==> config.mk <==
export PLATFORM = sky130hd
export DESIGN_NAME = game_ctrl_fsm
export DESIGN_NICKNAME = d
export VERILOG_FILES = /design/src/rtl/game_ctrl_fsm.sv
export SDC_FILE = /design/constraint.sdc
export NUM_CORES = 1
export LEC_CHECK = 0
export CORE_ASPECT_RATIO = 1.5
export CORE_MARGIN = 2
export CORE_UTILIZATION = 32
export CTS_CLUSTER_DIAMETER = 150
export DETAILED_ROUTE_END_ITERATION = 16
export GPL_ROUTABILITY_DRIVEN = 0
export GPL_TIMING_DRIVEN = 0
export HOLD_SLACK_MARGIN = 0.08
export SLEW_MARGIN = 20
export SYNTH_ARGS = -nofsm -noshare
export SYNTH_HDL_FRONTEND = slang
export SYNTH_SLANG_ARGS = --single-unit
export TNS_END_PERCENT = 1
==> constraint.sdc <==
create_clock -name clk_i -period 5.8 [get_ports clk_i]
set_input_delay 0.87 -clock clk_i [delete_from_list [all_inputs] [get_ports clk_i]]
set_output_delay 0.87 -clock clk_i [all_outputs]
set_load 0.005 [all_outputs]
==> src/rtl/game_ctrl_fsm.sv <==
// Top-level sequencer for the 2048 board datapath: turns button presses into move commands,
// waits for each move to finish, resolves win/lose and tracks move count and move timeouts.
module game_ctrl_fsm #(
    parameter int unsigned MoveTimeout = 64,
    parameter int unsigned CountW      = 16,
    parameter int unsigned SyncStages  = 2
) (
    input  logic              clk_i,
    input  logic              rst_ni,
    input  logic [3:0]        btn_i,
    input  logic              start_i,
    input  logic              move_done_i,
    input  logic              board_changed_i,
    input  logic              won_i,
    input  logic              lost_i,
    output logic [2:0]        q_o,
    output logic [1:0]        direction_o,
    output logic              en_game_logic_o,
    output logic              en_new_tile_o,
    output logic [CountW-1:0] move_count_o,
    output logic              timeout_err_o
);

    localparam int unsigned TmrW = $clog2(MoveTimeout);

    typedef enum logic [2:0] {
        StClear = 3'b000,
        StSpawn = 3'b001,
        StIdle  = 3'b010,
        StMove  = 3'b011,
        StCheck = 3'b100,
        StWon   = 3'b101,
        StLost  = 3'b110
    } state_e;

    state_e                      state_q, state_d;
    logic [SyncStages-1:0][3:0]  sync_q;
    logic [3:0]                  btn_prev_q;
    logic [3:0]                  btn_rise;
    logic                        btn_evt;
    logic [1:0]                  btn_dir;
    logic [1:0]                  dir_q, dir_d;
    logic [TmrW-1:0]             tmr_q, tmr_d;
    logic [CountW-1:0]           cnt_q, cnt_d;
    logic                        terr_q, terr_d;
    logic                        changed_q, changed_d;
    logic                        tile_q, tile_d;
    logic                        tmr_expired;

    assign btn_rise    = sync_q[SyncStages-1] & ~btn_prev_q;
    assign btn_evt     = |btn_rise;
    assign tmr_expired = (tmr_q == TmrW'(MoveTimeout - 1));

    // Simultaneous presses resolve up > down > left > right
    always_comb begin
        btn_dir = 2'b00;
        if (btn_rise[3])      btn_dir = 2'b00;
        else if (btn_rise[2]) btn_dir = 2'b01;
        else if (btn_rise[1]) btn_dir = 2'b10;
        else if (btn_rise[0]) btn_dir = 2'b11;
    end

    always_comb begin
        state_d   = state_q;
        dir_d     = dir_q;
        cnt_d     = cnt_q;
        terr_d    = terr_q;
        changed_d = changed_q;
        tmr_d     = (state_q == StMove) ? tmr_q + TmrW'(1) : '0;

        case (state_q)
            StClear: state_d = StSpawn;
            StSpawn: state_d = StIdle;
            StIdle: begin
                if (btn_evt) begin
                    state_d = StMove;
                    dir_d   = btn_dir;
                end
            end
            StMove: begin
                if (move_done_i) begin
                    state_d   = StCheck;
                    changed_d = board_changed_i;
                    if (board_changed_i && (cnt_q != '1)) cnt_d = cnt_q + CountW'(1);
                end else if (tmr_expired) begin
                    state_d   = StCheck;
                    changed_d = 1'b0;
                    terr_d    = 1'b1;
                end
            end
            StCheck: begin
                if (won_i)          state_d = StWon;
                else if (lost_i)    state_d = StLost;
                else if (changed_q) state_d = StSpawn;
                else                state_d = StIdle;
            end
            StWon, StLost: state_d = state_q;
            default: state_d = StClear;
        endcase

        if (start_i) begin
            state_d = StClear;
            cnt_d   = '0;
            terr_d  = 1'b0;
        end

        tile_d = (state_d == StSpawn);
    end

    always_ff @(posedge clk_i or negedge rst_ni) begin
        if (!rst_ni) begin
            state_q    <= StClear;
            sync_q     <= '0;
            btn_prev_q <= '0;
            dir_q      <= 2'b00;
            tmr_q      <= '0;
            cnt_q      <= '0;
            terr_q     <= 1'b0;
            changed_q  <= 1'b0;
            tile_q     <= 1'b0;
        end else begin
            state_q    <= state_d;
            sync_q     <= {sync_q[SyncStages-2:0], btn_i};
            btn_prev_q <= sync_q[SyncStages-1];
            dir_q      <= dir_d;
            tmr_q      <= tmr_d;
            cnt_q      <= cnt_d;
            terr_q     <= terr_d;
            changed_q  <= changed_d;
            tile_q     <= tile_d;
        end
    end

    assign q_o             = state_q;
    assign direction_o     = dir_q;
    assign en_game_logic_o = (state_q == StMove);
    assign en_new_tile_o   = tile_q;
    assign move_count_o    = cnt_q;
    assign timeout_err_o   = terr_q;

endmodule

=== Yosys cells after proc, flatten, opt, wreduce, memory -nomap -nowiden ===
Index checks and enable logic that the tools add are counted.

* Register bits after elaboration: 42
* Output and inout port bits: 24
* Word-level logic and storage cells: 60

* Add/subtract/negate cells: 2
* Eq/ne operators: 10
* Multiplexer cells: 23
* Bitwise logic cells: 2
* Reduce and logical (&&, ||, !) cells: 13

{| class="wikitable"
|+ Operators with widths
! cell !! number
|-
| two-way mux 16 bit || 4
|-
| two-way mux 3 bit || 6
|-
| case mux 3 bit (6 select lines) || 1
|-
| adder 16 x 1 -> 16 bit (second input constant) || 1
|-
| != test 16 bit (second input constant) || 1
|-
| two-way mux 2 bit || 5
|-
| nonzero test 2 bit || 5
|-
| == test 3 bit (second input constant) || 3
|-
| adder 6 x 1 -> 6 bit (second input constant) || 1
|-
| == test 3 x 1 -> 1 bit (second input constant) || 2
|-
| == test 3 x 2 -> 1 bit (second input constant) || 2
|-
| == test 6 bit (second input constant) || 1
|-
| two-way mux 1 bit || 6
|-
| two-way mux 6 bit || 1
|-
| AND reduction 3 bit || 2
|-
| bitwise AND 4 bit || 1
|-
| NOT 4 bit || 1
|-
| AND reduction 2 bit || 2
|-
| OR reduction 4 bit || 1
|-
| zero test 3 bit || 1
|-
| != test 2 bit (second input constant) || 1
|-
| OR reduction 2 bit || 1
|-
| logical AND 1 bit || 1
|}

=== Longest topological paths before layout ===
* Depth in word-level cells: 7
* Gate-level depth with buffers: 7

=== Worst setup path before layout ===
Ideal clock, no wire load.

* Path kind: input to register
* Start point: in board_changed_i
* End point: reg cnt_q[13], in the netlist move_count_o[13]
* Library setup time: 78 ps
* Arrival: 2041 ps
* Setup slack: 3681 ps
* Stages on the path: 5
* Cells stage by stage: nand3_1 -> or4_1 -> buf_2 -> or4_1 -> a21oi_1

* Longest elaborated chain between the ends: 3

{| class="wikitable"
|+ RTL lines
! what !! line !! RTL
|-
| start, declared || 13 || <nowiki>input logic board_changed_i,</nowiki>
|-
| logical AND 1 bit || 84 || <nowiki>if (board_changed_i && (cnt_q != '1)) cnt_d = cnt_q + CountW'(1);</nowiki>
|-
| nonzero test 2 bit (no line) || - ||
|-
| AND reduction 3 bit (no line) || - ||
|-
| end signal, assigned || 127 || <nowiki>cnt_q <= cnt_d;</nowiki>
|-
| end, declared || 44 || <nowiki>logic [CountW-1:0] cnt_q, cnt_d;</nowiki>
|}

No other way between the ends.
A chain may end at the register's enable or synchronous reset.

=== Worst setup path after layout ===
* Start point: reg state_q[2], in the netlist q_o[2]
* End point: out en_game_logic_o

* Longest elaborated chain between the ends: 1

{| class="wikitable"
|+ RTL lines
! what !! line !! RTL
|-
| start, declared || 36 || <nowiki>state_e state_q, state_d;</nowiki>
|-
| start signal, assigned || 112 || <nowiki>state_q <= StClear;</nowiki>
|-
| start signal, assigned || 122 || <nowiki>state_q <= state_d;</nowiki>
|-
| == test 3 x 2 -> 1 bit || 136 || <nowiki>assign en_game_logic_o = (state_q == StMove);</nowiki>
|-
| end, declared || 18 || <nowiki>output logic en_game_logic_o,</nowiki>
|}

No other way between the ends.

==> key figures <==
STA
  • Max-slew violation total from the final report: 0
  • Final worst path period share: 44.4%
  • Final hold violation count: 0
  • Worst clock skew on the final layout: 7.16 ps
  • Setup TNS Final: 0 ps
  • Unrepaired setup endpoints after global routing: no
  • Slew @ Worst Pin: 705 ps
  • Final setup viols: 0
  • Worst max-slew margin expressed relative to the limit: 52.6%
  • Final critical delay including setup and external delays: 2580 ps
  • Timing-limited maximum frequency: 388 MHz

Power and ir drop
  • P per Cell Area: 259 nW/µm²
  • Max rail drop VDD: 104 µV
  • Leak Pwr: 1.05 nW

Yosys
  • Netlist area before placement: 1980 µm²
  • Unique masters post-synth: 46
  • Portion of the post-synthesis area used by sequential elements: 53.1%
  • Number of register bits inferred by synthesis: 42
  • EDFF count, synth: 0
  • Post-synthesis average cell area: 10.6 µm²
  • Synth Warn #: 0
  • Share of synthesized flip-flops with an asynchronous set or reset: 100%
  • Prevailing post-synth register cell: sky130_fd_sc_hd__dfrtp_1
  • Post-synthesis cell count: 187
  • Number of nets in the synthesized netlist: 200

Floorplanning
  • Placeable Area: 6040 µm²
  • Die area: 6840 µm²
  • Width of the die: 68.2 µm
  • Die extent in y: 100 µm
  • Initial Utilization: 32.8%
  • Number of core rows: 35
  • Top-level I/O count: 35

Clock tree
  • Clock-pin slew on the worst setup and hold paths: 80 ps
  • Sinks on the clock net: 42
  • Setup repair bufs after CTS: 0
  • Number of cells upsized or downsized after cts: 0
  • Bufs on Longest Clock Path: 2
  • CTS HTree Levels: 2
  • Clock latency reported for the late side of the worst-skew pair: 290 ps
  • Number of hold-repair buffers added at the cts stage: 0
  • CTS Buf Count: 5
  • Root buffer cell: sky130_fd_sc_hd__clkbuf_8
  • Clock tree from TritonCTS: built

Layout
  • Synth-to-Final Area Change: 28.2%
  • Most frequent standard cell in the layout excluding fill and tap cells: sky130_fd_sc_hd__dfrtp_1
  • Sequential cell area: 1050 µm²
  • Layout cell share with drive strength beyond 1: 8.70%
  • Diode count: 0
  • Post-layout nets: 242
  • Leading cell types in the layout, fill and taps excluded: sky130_fd_sc_hd__dfrtp_1, sky130_fd_sc_hd__clkdlybuf4s50_1, sky130_fd_sc_hd__nor2_1
  • Fill cell count: 619
  • Post-route cell area: 2540 µm²
  • Multi-input gate area in the final layout: 862 µm²

Worst setup path
  • Data required, critical path: 4930 ps
  • Type of the setup path with the least slack: register to output pin
  • Worst Setup End Kind: output pin
  • Critical Path Start Type: register
  • Critical Path AT: 1710 ps
  • Maximum fanout count along the critical path: 10

Drt
  • Met3 Routed Length: 95 µm
  • Met2 routed WL: 2.20 mm
  • Highest routed metal layer: met4
  • Number of iterations in the first detailed-routing pass: 4
  • Met1 Wirelength: 1.81 mm
  • Mean number of vias per cell: 5.26
  • Number of vias in the routed layout: 1598
  • Detail-routed net length per standard cell: 13.9 µm
  • Iteration-0 DRC Markers: 33
  • Number of nets with antenna violations after detailed routing: 0
  • # DRC: 0
  • Sum of routed wire length over all layers: 4.22 mm

Run
  • Number of maximum-capacitance constraint violations: 0

GRT
  • Vias in the first global route: 1526
  • Global route overflow: 0
  • Number of antenna violations at the first check in global routing: 0
  • Maximum number of pins on one net before global-route repair: 32
  • Global-route wire length before repair: 7.00 mm
  • Total track usage: 13.5%

Hold path
  • Kind of path behind the tightest hold check: register to register

Place
  • Placed instance area: 2430 µm²
  • HPWL Detailed: 3.14 mm
  • PortBufs: 34

Run status
  • Outcome: completed
## final cells by class
class	instances	area share (%)
timing repair buffer	35	14.0
inverter	4	0.592
clock buffer	6	2.86
clock inverter	2	1.48
sequential	42	41.4
buffer	7	2.02
tap	74	3.65
multi-input combinational	134	34.0
## metrics by stage
| stage | setup slack [ps] | total power [mW] | instances | hold WS [ps] | utilization, % |
|---|---|---|---|---|---|
| 6_report | 3220 | 0.657 | 304 | 353 | 42.0 |
| 5_1_grt | 3140 | 0.692 | 304 | 359 | 42.0 |
| 4_1_cts | 3190 | 0.669 | 304 | 355 | 42.0 |
| 3_5_place_dp | 2990 | 0.438 | 296 | 336 | 40.2 |
| 3_3_place_gp | 2760 | 0.435 | 295 | 331 | 39.9 |
| 2_1_floorplan | 3680 | 0.383 | 187 | 331 | - |
## power breakdown
group          switching, mW  internal (mW)  total, mW
logic                 0.0462         0.0560      0.102
clock network         0.0993          0.128      0.228
registers             0.0140          0.313      0.327
## cell usage after synthesis (2+ instances only)
cell type                  instances  area, µm²
sky130_fd_sc_hd__a21oi_1          14       70.1
sky130_fd_sc_hd__a22oi_1           2       15.0
sky130_fd_sc_hd__and3_1            4       25.0
sky130_fd_sc_hd__buf_2             2       10.0
sky130_fd_sc_hd__buf_6             3       33.8
sky130_fd_sc_hd__clkbuf_1          2       7.51
sky130_fd_sc_hd__dfrtp_1          42       1050
sky130_fd_sc_hd__ha_1              2       25.0
sky130_fd_sc_hd__inv_1             3       11.3
sky130_fd_sc_hd__mux2_1            5       56.3
sky130_fd_sc_hd__nand2_1          10       37.5
sky130_fd_sc_hd__nand2b_1          4       25.0
sky130_fd_sc_hd__nand3_1          11       55.1
sky130_fd_sc_hd__nand4_1           5       31.3
sky130_fd_sc_hd__nor2_1           16       60.1
sky130_fd_sc_hd__nor2b_1           9       56.3
sky130_fd_sc_hd__nor3_1            3       15.0
sky130_fd_sc_hd__nor4_1            3       18.8
sky130_fd_sc_hd__o21ai_0           3       15.0
sky130_fd_sc_hd__o21ai_1           2       10.0
sky130_fd_sc_hd__o31ai_1           7       52.6
sky130_fd_sc_hd__o41ai_1           2       17.5
sky130_fd_sc_hd__or3_1             2       12.5
sky130_fd_sc_hd__or4_1             7       52.6
sky130_fd_sc_hd__xnor2_1           2       17.5
sky130_fd_sc_hd__xor2_1            2       17.5
## kinds of logic (layout without fill, tap and decap cells)
kind of cell,count (synthesis),in the layout,share of synthesized area (%)
AO/OA/AOI/OAI,39,39,13.1
XOR/XNOR,4,4,1.77
adder cells (fa/ha/maj),2,2,1.26
buffers and inverters,11,54,3.35
flip-flops,42,42,53.1
multiplexers,6,6,3.35
AND/OR/NAND/NOR,83,83,24.1
## worst max-delay path: stages (launching register included)
cell and delay, ps:
sky130_fd_sc_hd__dfrtp_1 390, sky130_fd_sc_hd__buf_6 140, sky130_fd_sc_hd__nand3b_4 150, sky130_fd_sc_hd__buf_6 150
sky130_fd_sc_hd__inv_2 80, sky130_fd_sc_hd__clkdlybuf4s50_1 500
## path summary, 6_finish.rpt
check	from	endpoint	slack, ps	cells after the start
max in group asynchronous	rst_ni	move_count_o[10]	4890	2
worst max-delay path	q_o[2]	en_game_logic_o	3220	5
worst min-delay path	sync_q[0]	sync_q[4]	350	0
worst max register to register	move_count_o[0]	move_count_o[0]	3650	5
worst min register to register	sync_q[0]	sync_q[4]	350	0
min in group asynchronous	rst_ni	sync_q[6]	450	1
## layer usage
layer  vias to the layer above  global-route usage (%)
li1                        780                       -
met1                       782                    17.3
met2                        29                    22.1
met3                         7                    2.02
met4                         0                    6.00
met5                         -                       0
## state kept, by name (all words and copies together), names as in the netlist
name           flops
move_count_o      16
sync_q             8
tmr_q              6
btn_prev_q         4
q_o                3
direction_o        2
changed_q          1
en_new_tile_o      1
timeout_err_o      1
Note: power is estimated with default switching activity, not from simulation.
